### src/rtl/fetch_ctrl.sv
// Instruction fetch controller: one outstanding imem request, redirect
// handling with stale-response discard, and a one-entry hold stage for decode.
//
// Ports:
//   clk, rst                       clock, synchronous active-high reset
//   redirect_valid, redirect_pc    taken branch/jump from execute
//   imem_req_valid/ready, imem_addr    request channel to instruction memory
//   imem_rsp_valid, imem_rsp_data      response pulse from instruction memory
//   if_valid/ready, if_pc, if_instr    fetched instruction handed to decode
module fetch_ctrl #(
    parameter logic [31:0] RESET_PC = 32'h0000_0000
) (
    input  logic        clk,
    input  logic        rst,
    input  logic        redirect_valid,
    input  logic [31:0] redirect_pc,
    output logic        imem_req_valid,
    input  logic        imem_req_ready,
    output logic [31:0] imem_addr,
    input  logic        imem_rsp_valid,
    input  logic [31:0] imem_rsp_data,
    output logic        if_valid,
    input  logic        if_ready,
    output logic [31:0] if_pc,
    output logic [31:0] if_instr
);

    typedef enum logic [1:0] {
        S_REQ  = 2'd0,
        S_WAIT = 2'd1,
        S_HOLD = 2'd2
    } state_t;

    state_t      state_q, state_d;
    logic [31:0] pc_q, pc_d;
    logic        discard_q, discard_d;
    logic [31:0] if_pc_q, if_pc_d;
    logic [31:0] if_instr_q, if_instr_d;

    logic [31:0] redir_tgt;

    assign redir_tgt = {redirect_pc[31:2], 2'b00};

    // Handshake outputs are masked while rst is held so nothing is
    // offered or accepted before the state register has been cleared.
    assign imem_req_valid = (state_q == S_REQ) && !rst;
    assign imem_addr      = pc_q;
    assign if_valid       = (state_q == S_HOLD) && !rst;
    assign if_pc          = if_pc_q;
    assign if_instr       = if_instr_q;

    always_comb begin
        state_d    = state_q;
        pc_d       = pc_q;
        discard_d  = discard_q;
        if_pc_d    = if_pc_q;
        if_instr_d = if_instr_q;

        unique case (state_q)
            S_REQ: begin
                if (redirect_valid) begin
                    pc_d = redir_tgt;
                    // An accepted request still returns a response;
                    // it belongs to the old path and must be dropped.
                    if (imem_req_ready) begin
                        discard_d = 1'b1;
                        state_d   = S_WAIT;
                    end
                end else if (imem_req_ready) begin
                    state_d = S_WAIT;
                end
            end
            S_WAIT: begin
                if (redirect_valid) begin
                    pc_d = redir_tgt;
                    if (imem_rsp_valid) begin
                        discard_d = 1'b0;
                        state_d   = S_REQ;
                    end else begin
                        discard_d = 1'b1;
                    end
                end else if (imem_rsp_valid) begin
                    if (discard_q) begin
                        discard_d = 1'b0;
                        state_d   = S_REQ;
                    end else begin
                        if_pc_d    = pc_q;
                        if_instr_d = imem_rsp_data;
                        state_d    = S_HOLD;
                    end
                end
            end
            S_HOLD: begin
                if (redirect_valid) begin
                    pc_d    = redir_tgt;
                    state_d = S_REQ;
                end else if (if_ready) begin
                    pc_d    = pc_q + 32'd4;
                    state_d = S_REQ;
                end
            end
            default: begin
                state_d = S_REQ;
            end
        endcase
    end

    always_ff @(posedge clk) begin
        if (rst) begin
            state_q    <= S_REQ;
            pc_q       <= RESET_PC;
            discard_q  <= 1'b0;
            if_pc_q    <= 32'd0;
            if_instr_q <= 32'd0;
        end else begin
            state_q    <= state_d;
            pc_q       <= pc_d;
            discard_q  <= discard_d;
            if_pc_q    <= if_pc_d;
            if_instr_q <= if_instr_d;
        end
    end

endmodule

### config.mk
export PLATFORM = sky130hd
export DESIGN_NAME = fetch_ctrl
export DESIGN_NICKNAME = d
export VERILOG_FILES = /design/src/rtl/fetch_ctrl.sv
export SDC_FILE = /design/constraint.sdc
export NUM_CORES = 1
export LEC_CHECK = 0
export ABC_AREA = 1
export CAP_MARGIN = 10
export CORE_UTILIZATION = 25
export DETAILED_ROUTE_END_ITERATION = 8
export GPL_ROUTABILITY_DRIVEN = 0
export SLEW_MARGIN = 20
export SYNTH_ARGS = -nofsm -noshare
export SYNTH_HDL_FRONTEND = slang
export SYNTH_SLANG_ARGS = --single-unit
### constraint.sdc
create_clock -name clk -period 2.3 [get_ports clk]
set_input_delay 0.345 -clock clk [delete_from_list [all_inputs] [get_ports clk]]
set_output_delay 0.345 -clock clk [all_outputs]
set_load 0.05 [all_outputs]
# == Word level (Yosys, flattened, before mapping) ==
# Index checks and enable logic that the tools add are counted.
# totals
register_bits,99
word_cells,45
out_inout_bits,98
# op_classes
add_sub_neg,1
n_reduce_logical,11
n_bitwise,2
mux,18
n_eq_ne,8
# ops
operator,count
32-bit 2-to-1 mux,3
32-bit case mux with 2 select lines,1
"32-bit by 3-bit adder with 32-bit output, second input constant",1
2-bit 2-to-1 mux,7
4-bit AND reduction,2
"2-bit inequality test, second input constant",3
"3-bit inequality test, second input constant",2
2-bit case mux with 3 select lines,1
3-bit AND reduction,2
1-bit 2-to-1 mux,5
2-bit nonzero test,2
"2-bit by 1-bit == test with 1-bit output, second input constant",1
"2-bit == test, second input constant",1
1-bit logical AND,2
2-bit zero test,1
"2-bit by 1-bit inequality test with 1-bit output, second input constant",1
1-bit NOT,2
1-bit case mux with 2 select lines,1
2-bit OR reduction,1
1-bit zero test,1

# == Depth between registers and ports, before layout ==
# logic_depth
ltp_word,4
ltp_mapped,10

# == Worst setup path after synthesis ==
# OpenSTA, ideal clock, no wires.
# synth_timing
path_type,reg-to-reg
from,register pc_q[3] (netlist: imem_addr[3])
to,register pc_q[28] (netlist: imem_addr[28])
slack_ns,0.466
required_time_ns,2.168
t_arrival_ns,1.701
synth_period_minus_slack_ns,1.834
setup_time_ns,0.132
n_path_buf,0
path_stages_with_launch,11
path_cell_list,dfxtp_1 -> ha_1 -> nand2_1 -> nor2_2 -> nand2_2 -> nor2_1 -> nand2_1 -> nand2_1 -> nand3_1 -> nand2_1 -> a21oi_1
# synth_via
elab_chain_len,4
# synth_lines
item,line,source
"start, declared",35,"logic [31:0] pc_q, pc_d;"
"start signal, assigned",117,pc_q <= pc_d;
32-bit by 3-bit adder with 32-bit output,98,pc_d = pc_q + 32'd4;
32-bit 2-to-1 mux,97,end else if (if_ready) begin
32-bit 2-to-1 mux,94,if (redirect_valid) begin
32-bit case mux with 2 select lines,59,unique case (state_q)
# Every way passes these cells. The select of a mux whose other input is x is not followed.
# A chain may end at the register's enable or synchronous reset.

# == Worst setup path after layout ==
# layout_timing
from,register pc_q[22] (netlist: imem_addr[22])
to,output port imem_addr[22]
# layout_rtl
item,line,source
"end, declared",19,"output logic [31:0] imem_addr,"
# No word-level cell between the ends.

==> results_dict.tcl <==
set metrics [dict create \
    worst_skew_pair.late_latency_ns 0.36 \
    drv_slew 0 \
    final_layout_size_suffix_gt1_share_pct 6.64 \
    ys_seq_area_share_pct 41.7 \
    p_total_w 0.00418 \
    setup-violations-final 0 \
    cts.htree.levels 3 \
    synthAdderAreaFrac_pct 0.275 \
    synth.avg_cell_area_um2 6.76 \
    cts-hold-fix-buffers 0 \
    path_delay_family "buffers and inverters" \
    synth_top_area_share_pct 41.7 \
    timing.critical_path.buf_inv 1 \
    yosys.cell_types.count 36 \
    layout.cells.most_common "sky130_fd_sc_hd__clkdlybuf4s50_1" \
    dp_hpwl_um 11300 \
    drt-vias-per-instance 4.51 \
    yosys.area_share.xor_xnor_pct 0.192 \
    number_of_nets_with_antenna_violations_after_detailed_routing 0 \
    grt_overflow_total 0 \
    area_fraction_in_compound_gates_after_synthesis_pct 18.5 \
    peak_supply_drop_v 0.000352 \
    number_of_synthesis_warnings 0 \
    number_of_sinks_handled_by_clock_tree_synthesis 95 \
    critical-path-slowest-cell "sky130_fd_sc_hd__clkdlybuf4s50_1" \
    io_buffers 161 \
    synthesis.instances 674 \
    synth_top_cells_by_area "sky130_fd_sc_hd__dfxtp_1, sky130_fd_sc_hd__nand2_1, sky130_fd_sc_hd__nor2_1" \
    grt_first_pass_wirelength_um 23000 \
    worstMarginPinSlew_ns 0.552 \
    grt_start_max_net_pins 48 \
    p_per_area_mw_per_mm2 624 \
    detailed_route_wl_um 15200 \
    critical_path.endpoint_type "output pin" \
    cts.reportedPaths.clkPinSlew_ns 0.07 \
    cts_tree "yes" \
    worst_ep_arrival_time_ns 1.73 \
    hold_viol_final 0 \
    design.die.area_mm2 0.0188 \
    rsz_0062_raised_after_global_routing "no" \
    main_combinational_cell_family_by_area_after_synthesis "simple AND/OR/NAND/NOR gates" \
    run_status "completed" \
    via_count_of_the_first_global_routing_pass 4174 \
    crit_path_cell_trace "clkdlybuf4s50_1" \
    worst_path_largest_cell_delay_ns 0.87 \
    timing.setup.critical_path_class "reg2out" \
    yosys_register_bits 95 \
    postCtsSetupBuffers 0 \
    f_max_mhz 481 \
    dr_pass1_iterations 5 \
    p_leak_nw 2.33 \
    antenna_found_initial 0 \
    required_ns 1.96 \
    critical_path.max_fanout 6 \
    layout.cells.most_common_list "sky130_fd_sc_hd__clkdlybuf4s50_1, sky130_fd_sc_hd__nand2_1, sky130_fd_sc_hd__nor2_1" \
    groute.usage.overall_pct 16.1 \
    clockRootBuffer "sky130_fd_sc_hd__clkbuf_16" \
    synth-simple-area-share_pct 32.0 \
    hold_ws_ns 0.468 \
    layout_min_cycle_time_ns 2.08 \
    finalNetCount 894 \
    crit_path_start_kind "register" \
    boundaryPins 168 \
    initial_core_util_pct 26.0 \
    slew-limit-headroom_pct 63.1 \
    detailroute.via_count 4747 \
    period_share_pct 90.4 \
    cts-resized-gates 0 \
    cts-buffers-inserted 9 \
    min-delay-path-class "reg2reg" \
    syn_area_mm2 0.00456 \
    fp.coreArea_mm2 0.0175 \
    yosys.area.top_type "sky130_fd_sc_hd__dfxtp_1" \
    mean_routed_wirelength_per_cell_um 14.4 \
    number_of_placement_rows 48 \
    finalSetupTns_ns 0 \
    clock-skew-final_ns 0.00848 \
    die-height_um 137 \
    drt-initial-drc-count 188 \
    cts-root-to-sink-buffers 2 \
    antenna_cells 0 \
    muxShareOfSynthArea_pct 0 \
    chipWidth_um 137 \
    remaining_drc_errors 0 \
    area_delta_synth_final_pct 47.2 \
    timing.max_cap.violations 0 \
]
logic make-up after synthesis:
kind of cell	Yosys count
AND/OR/NAND/NOR	352
AO/OA/AOI/OAI	153
adder cells (fa/ha/maj)	1
XOR/XNOR	1
buffers and inverters	71
flip-flops	95
other	1
power by group:
group	switching [W]	internal, W
registers	0.0000851	0.00172
clock network	0.000763	0.000771
logic	0.000514	0.000328
total	0.00136	0.00282
cells in the mapped netlist:
master / instances
sky130_fd_sc_hd__buf_2: 13
sky130_fd_sc_hd__a21oi_1: 44
sky130_fd_sc_hd__buf_6: 1
sky130_fd_sc_hd__inv_2: 2
sky130_fd_sc_hd__buf_4: 6
sky130_fd_sc_hd__nand3b_1: 1
sky130_fd_sc_hd__a211oi_2: 1
sky130_fd_sc_hd__o21ai_0: 75
sky130_fd_sc_hd__or2_0: 3
sky130_fd_sc_hd__o21ai_2: 2
sky130_fd_sc_hd__nand4_1: 4
sky130_fd_sc_hd__buf_8: 1
sky130_fd_sc_hd__nor2_2: 7
sky130_fd_sc_hd__o22ai_1: 1
sky130_fd_sc_hd__xnor2_1: 1
sky130_fd_sc_hd__a31oi_1: 3
sky130_fd_sc_hd__o21a_1: 17
sky130_fd_sc_hd__clkbuf_1: 17
sky130_fd_sc_hd__nor2_4: 3
sky130_fd_sc_hd__nand3_1: 39
sky130_fd_sc_hd__o211ai_1: 1
sky130_fd_sc_hd__nor2_1: 142
sky130_fd_sc_hd__nor3_1: 3
sky130_fd_sc_hd__or2_2: 2
sky130_fd_sc_hd__a21oi_2: 3
sky130_fd_sc_hd__nand3_2: 2
sky130_fd_sc_hd__nand2_2: 2
sky130_fd_sc_hd__nand2_1: 144
sky130_fd_sc_hd__inv_1: 29
sky130_fd_sc_hd__dfxtp_1: 95
sky130_fd_sc_hd__clkinv_1: 1
sky130_fd_sc_hd__inv_4: 1
sky130_fd_sc_hd__a211oi_1: 1
sky130_fd_sc_hd__conb_1: 1
sky130_fd_sc_hd__o21ai_1: 5
sky130_fd_sc_hd__ha_1: 1
through the flow:
stage               worst slack [ns]  cell area, um^2  utilization [%]  cells
floorplan                      0.466             4570                -    677
global placement               0.281             6410             36.5   1037
detailed placement             0.266             6410             36.5   1037
CTS                            0.218             6710             38.2   1053
global route                   0.199             6710             38.2   1053
finish                         0.221             6710             38.2   1053
final cells by class:
type,count,area [um^2]
Multi-Input combinational cell,511,2340
Inverter,33,126
Fill cell,1836,10800
Clock buffer,9,225
Sequential cell,95,1900
Timing Repair Buffer,173,1760
Tap cell,225,282
Clock inverter,7,72.6
layer usage:
layer	share of wire (%)	vias to the layer above	track usage, %
met4	1.5	0	5.86
met2	45	141	25.9
li1	-	2483	-
met5	0	-	0
met1	47	2109	21.3
met3	5.9	14	3.04
worst reg2reg max path: stages, from the launching register on:
cell	delay [ns]
sky130_fd_sc_hd__dfxtp_1	0.45
sky130_fd_sc_hd__ha_1	0.22
sky130_fd_sc_hd__nand2_1	0.09
sky130_fd_sc_hd__nor2_2	0.20
sky130_fd_sc_hd__nand2_2	0.14
sky130_fd_sc_hd__nor2_1	0.20
sky130_fd_sc_hd__nand2_1	0.08
sky130_fd_sc_hd__nand2_1	0.05
sky130_fd_sc_hd__nand3_1	0.08
sky130_fd_sc_hd__nand2_1	0.07
sky130_fd_sc_hd__a21oi_1	0.05
final timing paths:
check	start	endpoint	slack (ns)	cells past startpoint
worst min-delay path	discard_q	discard_q	0.47	2
worst max register to register	imem_addr[3]	imem_addr[28]	0.55	10
worst min register to register	discard_q	discard_q	0.47	2
worst max-delay path	imem_addr[22]	imem_addr[22]	0.22	1
registers in the layout (all words and copies together), names as in the netlist:
signal and cells:
discard_q 1, if_instr 32, if_pc 30, imem_addr 30, state_q 2
Power figures use the tool's default switching activity.
